--- config.mk ---
export PLATFORM = sky130hd
export DESIGN_NAME = execute_writeback
export DESIGN_NICKNAME = d
export VERILOG_FILES = /design/src/rtl/pipe_pkg.sv /design/src/rtl/mul_iter.sv /design/src/rtl/execute_writeback.sv
export SDC_FILE = /design/constraint.sdc
export NUM_CORES = 1
export LEC_CHECK = 0
export CAP_MARGIN = 20
export CORE_ASPECT_RATIO = 0.6
export CORE_MARGIN = 5
export CORE_UTILIZATION = 38
export DETAILED_ROUTE_END_ITERATION = 6
export GPL_TIMING_DRIVEN = 0
export PLACE_DENSITY_LB_ADDON = 0.12
export SETUP_SLACK_MARGIN = 0.1
export SYNTH_ARGS = -nofsm -noshare
export SYNTH_HDL_FRONTEND = slang
export SYNTH_SLANG_ARGS = --single-unit
--- constraint.sdc ---
create_clock -name clk -period 4.25 [get_ports clk]
set_clock_uncertainty 0.1 [all_clocks]
set_input_delay 0.425 -clock clk [delete_from_list [all_inputs] [get_ports clk]]
set_output_delay 0.425 -clock clk [all_outputs]
set_load 0.01 [all_outputs]
--- src/rtl/pipe_pkg.sv ---
`default_nettype none
// ============================================================================
// pipe_pkg : opcodes, flag indices, FSM encoding and register-file widths
// Revision : 1.0
// ============================================================================
package pipe_pkg;

    localparam int REG_AW = 4;
    localparam int DATA_W = 32;
    localparam int FLAG_W = 3;

    localparam int FLAG_C = 2;
    localparam int FLAG_Z = 1;
    localparam int FLAG_N = 0;

    localparam logic [3:0] OP_NOP = 4'd0;
    localparam logic [3:0] OP_ADD = 4'd1;
    localparam logic [3:0] OP_SUB = 4'd2;
    localparam logic [3:0] OP_AND = 4'd3;
    localparam logic [3:0] OP_OR  = 4'd4;
    localparam logic [3:0] OP_XOR = 4'd5;
    localparam logic [3:0] OP_NOT = 4'd6;
    localparam logic [3:0] OP_MOV = 4'd7;
    localparam logic [3:0] OP_SHL = 4'd8;
    localparam logic [3:0] OP_SHR = 4'd9;
    localparam logic [3:0] OP_MUL = 4'd10;

    typedef enum logic [0:0] {
        ST_IDLE     = 1'b0,
        ST_MUL_BUSY = 1'b1
    } ew_state_t;

    function automatic logic [FLAG_W-1:0] mk_flags(input logic c, input logic [DATA_W-1:0] r);
        logic [FLAG_W-1:0] f;
        f         = '0;
        f[FLAG_C] = c;
        f[FLAG_Z] = (r == '0);
        f[FLAG_N] = r[DATA_W-1];
        return f;
    endfunction

endpackage
`default_nettype wire

--- src/rtl/mul_iter.sv ---
`default_nettype none
// ============================================================================
// mul_iter : radix-2 shift-add multiplier, low 32 bits, 32 iterations
// Revision : 1.0
// ============================================================================
module mul_iter
    import pipe_pkg::*;
(
    input  logic              clk,
    input  logic              reset,
    input  logic              start,
    input  logic [DATA_W-1:0] a,
    input  logic [DATA_W-1:0] b,
    output logic              done,
    output logic [DATA_W-1:0] product
);

    logic              busy_q;
    logic [5:0]        cnt_q;
    logic [DATA_W-1:0] mcand_q;
    logic [DATA_W-1:0] mplier_q;
    logic [DATA_W-1:0] acc_q;
    logic [DATA_W-1:0] acc_d;

    assign acc_d   = acc_q + (mplier_q[0] ? mcand_q : '0);
    // The final sum is exposed combinationally so the owner can capture it
    // on the same edge that performs the 32nd iteration.
    assign product = acc_d;
    assign done    = busy_q && (cnt_q == 6'd31);

    always_ff @(posedge clk or posedge reset) begin
        if (reset) begin
            busy_q   <= 1'b0;
            cnt_q    <= '0;
            mcand_q  <= '0;
            mplier_q <= '0;
            acc_q    <= '0;
        end else if (start) begin
            busy_q   <= 1'b1;
            cnt_q    <= '0;
            mcand_q  <= a;
            mplier_q <= b;
            acc_q    <= '0;
        end else if (busy_q) begin
            acc_q    <= acc_d;
            mcand_q  <= mcand_q << 1;
            mplier_q <= mplier_q >> 1;
            cnt_q    <= cnt_q + 6'd1;
            if (cnt_q == 6'd31) begin
                busy_q <= 1'b0;
            end
        end
    end

endmodule
`default_nettype wire

--- src/rtl/execute_writeback.sv ---
`default_nettype none
// ============================================================================
// execute_writeback : single-cycle ALU plus iterative MUL, drives RF write port
// Revision : 1.0
// ============================================================================
module execute_writeback
    import pipe_pkg::*;
(
    input  logic              clk,
    input  logic              reset,
    input  logic              valid_in_ew,
    input  logic [3:0]        opcode_in_ew,
    input  logic [REG_AW-1:0] dest_in_ew,
    input  logic [DATA_W-1:0] data_s1_in_ew,
    input  logic [DATA_W-1:0] data_s2_in_ew,
    output logic [REG_AW-1:0] dest_out_ew,
    output logic [DATA_W-1:0] data_out_ew,
    output logic [FLAG_W-1:0] flags_out_ew,
    output logic              wr_en_out_ew,
    output logic              stall_out_ew
);

    ew_state_t         state_q, state_d;
    logic [REG_AW-1:0] dest_q, dest_d;
    logic [DATA_W-1:0] data_q, data_d;
    logic [FLAG_W-1:0] flags_q, flags_d;
    logic              wr_en_q, wr_en_d;
    logic              stall_q, stall_d;
    logic [REG_AW-1:0] mul_dest_q;

    logic              mul_start;
    logic              mul_done;
    logic [DATA_W-1:0] mul_product;

    logic [DATA_W-1:0] alu_res;
    logic              alu_c;
    logic              alu_wr;
    logic [4:0]        sh_amt;
    logic [DATA_W:0]   add_w;
    logic [DATA_W:0]   sub_w;
    logic [DATA_W:0]   shl_w;
    logic [DATA_W:0]   shr_w;

    assign sh_amt = data_s2_in_ew[4:0];
    assign add_w  = {1'b0, data_s1_in_ew} + {1'b0, data_s2_in_ew};
    assign sub_w  = {1'b0, data_s1_in_ew} - {1'b0, data_s2_in_ew};
    // Extra bit on the far side of each shift catches the last bit shifted out.
    assign shl_w  = {1'b0, data_s1_in_ew} << sh_amt;
    assign shr_w  = {data_s1_in_ew, 1'b0} >> sh_amt;

    assign mul_start = (state_q == ST_IDLE) && valid_in_ew && (opcode_in_ew == OP_MUL);

    mul_iter u_mul_iter (
        .clk     (clk),
        .reset   (reset),
        .start   (mul_start),
        .a       (data_s1_in_ew),
        .b       (data_s2_in_ew),
        .done    (mul_done),
        .product (mul_product)
    );

    always_comb begin
        alu_res = '0;
        alu_c   = 1'b0;
        alu_wr  = 1'b1;
        case (opcode_in_ew)
            OP_ADD: begin
                alu_res = add_w[DATA_W-1:0];
                alu_c   = add_w[DATA_W];
            end
            OP_SUB: begin
                alu_res = sub_w[DATA_W-1:0];
                alu_c   = sub_w[DATA_W];
            end
            OP_AND: alu_res = data_s1_in_ew & data_s2_in_ew;
            OP_OR:  alu_res = data_s1_in_ew | data_s2_in_ew;
            OP_XOR: alu_res = data_s1_in_ew ^ data_s2_in_ew;
            OP_NOT: alu_res = ~data_s1_in_ew;
            OP_MOV: alu_res = data_s1_in_ew;
            OP_SHL: begin
                alu_res = shl_w[DATA_W-1:0];
                alu_c   = shl_w[DATA_W];
            end
            OP_SHR: begin
                alu_res = shr_w[DATA_W:1];
                alu_c   = shr_w[0];
            end
            default: alu_wr = 1'b0;
        endcase
    end

    always_comb begin
        state_d = state_q;
        dest_d  = dest_q;
        data_d  = data_q;
        flags_d = flags_q;
        wr_en_d = 1'b0;
        if (state_q == ST_IDLE) begin
            if (valid_in_ew) begin
                if (opcode_in_ew == OP_MUL) begin
                    state_d = ST_MUL_BUSY;
                end else if (alu_wr) begin
                    dest_d  = dest_in_ew;
                    data_d  = alu_res;
                    flags_d = mk_flags(alu_c, alu_res);
                    wr_en_d = 1'b1;
                end
            end
        end else begin
            if (mul_done) begin
                dest_d  = mul_dest_q;
                data_d  = mul_product;
                flags_d = mk_flags(1'b0, mul_product);
                wr_en_d = 1'b1;
                state_d = ST_IDLE;
            end
        end
        stall_d = (state_d == ST_MUL_BUSY);
    end

    always_ff @(posedge clk or posedge reset) begin
        if (reset) begin
            state_q    <= ST_IDLE;
            dest_q     <= '0;
            data_q     <= '0;
            flags_q    <= '0;
            wr_en_q    <= 1'b0;
            stall_q    <= 1'b0;
            mul_dest_q <= '0;
        end else begin
            state_q <= state_d;
            dest_q  <= dest_d;
            data_q  <= data_d;
            flags_q <= flags_d;
            wr_en_q <= wr_en_d;
            stall_q <= stall_d;
            if (mul_start) begin
                mul_dest_q <= dest_in_ew;
            end
        end
    end

    assign dest_out_ew  = dest_q;
    assign data_out_ew  = data_q;
    assign flags_out_ew = flags_q;
    assign wr_en_out_ew = wr_en_q;
    assign stall_out_ew = stall_q;

endmodule
`default_nettype wire

==> results.sh <==
export IMPL_cp_slowest_cell="nor4_4"
export IMPL_drive_above_1_share=0.171
export IMPL_ys_ff_latch=147
export IMPL_crit_buf_inv=6
export IMPL_final_setup_worst_slack_ns=-0.217
export IMPL_h_tree_depth=4
export IMPL_synth_yosys_seq_area_share=0.200
export IMPL_layout_cells_most_common="nor2_1"
export IMPL_synth_area_mm2=0.0184
export IMPL_grt_max_degree=41
export IMPL_startpoint_type="input pin"
export IMPL_relSlewSlack=0.189
export IMPL_ys_types=95
export IMPL_p_leak_uw=0.00979
export IMPL_routedWlPerCell_um=34.1
export IMPL_critPathCaptureType="register"
export IMPL_cts_sinks=147
export IMPL_vdd_ir_drop_max_mv=0.324
export IMPL_synth_edf_count=0
export IMPL_ff2ff_path_depth=15
export IMPL_power_density_mw_per_mm2=439
export IMPL_crit_chain="clkbuf_1, clkbuf_4, clkinv_2, nand3_2, clkbuf_4, clkbuf_4, clkbuf_4, o22ai_1, nor3_1, o211ai_1, nand4b_1, nor4_4, nand4_1, nand2b_1"
export IMPL_avgSynthCellArea_um2=7.84
export IMPL_floorplan_initialDensity=0.384
export IMPL_rows=62
export IMPL_clk_latency_ns=0.49
export IMPL_cts_made_buffers=17
export IMPL_timing_reg2reg_setup_slack_ns=0.05
export IMPL_period_share=1.05
export IMPL_io_pin_count=116
export IMPL_layout_common_cells="nor2_1, nand2_1, a21oi_1, mux2i_1, o21ai_0"
export IMPL_track_usage=0.394
export IMPL_core_mm2=0.0479
export IMPL_hp_class="input pin to async pin"
export IMPL_reg2reg_from="u_mul_iter.mplier_q[0]$_DFFE_PP0P_"
export IMPL_worstSetupPathType="input pin to register"
export IMPL_startpoint="opcode_in_ew[0]"
export IMPL_yosys_warnings=0
export IMPL_clock_path_buffers=2
export IMPL_cpPeakStageDelay_ns=0.56
export IMPL_hold_viol=0
export IMPL_num_vias=21557
export IMPL_setup_worst_path_end="flags_out_ew[1]$_DFFE_PP0P_"
export IMPL_die_height_um=180
export IMPL_drc=2
export IMPL_die_x_um=294
export IMPL_wl_um=109000
export IMPL_hold_slack_ns=0.100
export IMPL_worst_pin_slew_ns=1.22
export IMPL_cts_tree="done"
export IMPL_worst_path_stages=14
export IMPL_crit_family="buffers and inverters"
export IMPL_slew_violations=0
export IMPL_dieArea_mm2=0.0531
export IMPL_viasPerCell=6.75
export IMPL_rsz0062_at_grt="true"
export IMPL_drtIter0Drc=3561
export IMPL_clkTransAtPathRegs_ns=0.06
export IMPL_violations="design-rule violations, negative setup slack"
export IMPL_grt_overflow=0
export IMPL_worstReg2RegEnd="flags_out_ew[1]$_DFFE_PP0P_"
export IMPL_drt_pass1_iterations=7
export IMPL_synth_fp_nets=2555
export IMPL_fmax_mhz=224
export IMPL_nNetsFinal=2747
export IMPL_grt_pass1_wl_um=151000
export IMPL_gp_congestion=1.07
export IMPL_post_route_min_period_ns=4.47
export IMPL_synthCells=2348
export IMPL_antenna_found_initial=3
export IMPL_area_growth_pct=23.6
export IMPL_setup_viol=2
export IMPL_synth_ff_type="dfrtp_1"
export IMPL_grt_pass1_vias=19554
export IMPL_setup_tns_final_ns=-0.248
export IMPL_detail_route_antenna_nets=0
export IMPL_cp_common_cell="clkbuf_4"
export IMPL_cp_data_required_time_ns=4.56
export IMPL_max_cap_violations=0
export IMPL_crit_fanout=10
export IMPL_cp_arrival_ns=4.78
export IMPL_io_buffers=114
export IMPL_async_reset_ff_frac=1.00
export IMPL_dp_hpwl_um=88700
export IMPL_clockRootBuffer="clkbuf_16"
export IMPL_status="finished with violations"
## synth_stat cells, types with 43 or more instances
cell,number,share of area
a21oi_1,187,0.051
and2_1,43,0.015
clkbuf_1,141,0.029
dfrtp_1,147,0.20
ha_1,129,0.088
inv_1,104,0.021
mux2i_1,169,0.092
mux4_2,44,0.054
nand2_1,220,0.045
nor2_1,239,0.049
o21ai_0,161,0.044
xnor2_1,44,0.021
## repair_timing
action                     4_1_cts  5_1_grt
pin swaps                       40       12
hold buffers                     0        0
setup endpoints to repair       99       33
buffers inserted                44        5
gates resized for setup        315       59
## cell families (layout without fill, tap and decap cells)
| family | count (synthesis) | count (layout) | share of synthesized area |
|---|---|---|---|
| compound gates | 711 | 711 | 0.255 |
| simple gates | 742 | 742 | 0.191 |
| flops | 147 | 147 | 0.200 |
| mux | 246 | 246 | 0.166 |
| buf+inv | 310 | 514 | 0.0686 |
| other cells | 0 | 2 | 0 |
| xor+xnor | 60 | 60 | 0.0286 |
| fa+ha+maj | 132 | 132 | 0.0910 |
## through the flow
step           area [um^2]  power, uW  instances  setup slack (ns)   util
3_3_place_gp         20400       7740       3102             -3.26  0.425
4_1_cts              22500       9680       3187           -0.0212  0.471
6_report             22700       9980       3194            -0.217  0.475
5_1_grt              22700      10400       3192            -0.216  0.475
2_1_floorplan        18400       5710       2348            -0.224      -
3_5_place_dp         20500       7880       3114             -3.24  0.429
## power breakdown
part / switching [uW] / internal, uW / leakage [uW] / total, uW
clock network: 731 / 813 / 0.000275 / 1540
registers: 451 / 2010 / 0.00183 / 2460
logic: 3710 / 2280 / 0.00768 / 5980
## worst min-delay path by stage
stage / start / to / slack (ns) / cells past startpoint
detailed placement: data_out_ew[9]$_DFFE_PP0P_ / data_out_ew[9]$_DFFE_PP0P_ / 0.37 / 1
floorplan: mul_dest_q[0]$_DFFE_PP0P_ / mul_dest_q[0]$_DFFE_PP0P_ / 0.38 / 1
global placement: dest_out_ew[3]$_DFFE_PP0P_ / dest_out_ew[3]$_DFFE_PP0P_ / 0.36 / 2
global route: reset / u_mul_iter.acc_q[4]$_DFFE_PP0P_ / 0.11 / 2
CTS: reset / u_mul_iter.acc_q[4]$_DFFE_PP0P_ / 0.08 / 2
finish: reset / u_mul_iter.acc_q[4]$_DFFE_PP0P_ / 0.10 / 2
## final cells by class
cell class	count	area, um^2
Inverter	111	445
Multi-Input combinational cell	1891	14200
Buffer	195	1320
Clock inverter	13	128
Clock buffer	18	429
Timing Repair Buffer	177	1710
Sequential cell	147	3680
Antenna cell	2	5.00
Tap cell	640	801
Fill cell	4756	25100
## state kept, by name, indices dropped and copies added, names as in the netlist, 3 cells and up
signal               flops
u_mul_iter.mcand_q      32
dest_out_ew              4
data_out_ew             31
u_mul_iter.mplier_q     32
u_mul_iter.acc_q        32
mul_dest_q               4
u_mul_iter.cnt_q         6
flags_out_ew             3
## metal layers
metal | vias to the layer above | wire length [um] | global-route usage
met5 | - | 76 | 0
met4 | 4 | 2010 | 0.0759
met3 | 135 | 17900 | 0.199
met2 | 1554 | 38700 | 0.473
met1 | 10841 | 50300 | 0.613
li1 | 9023 | - | -
Power figures use the tool's default switching activity.
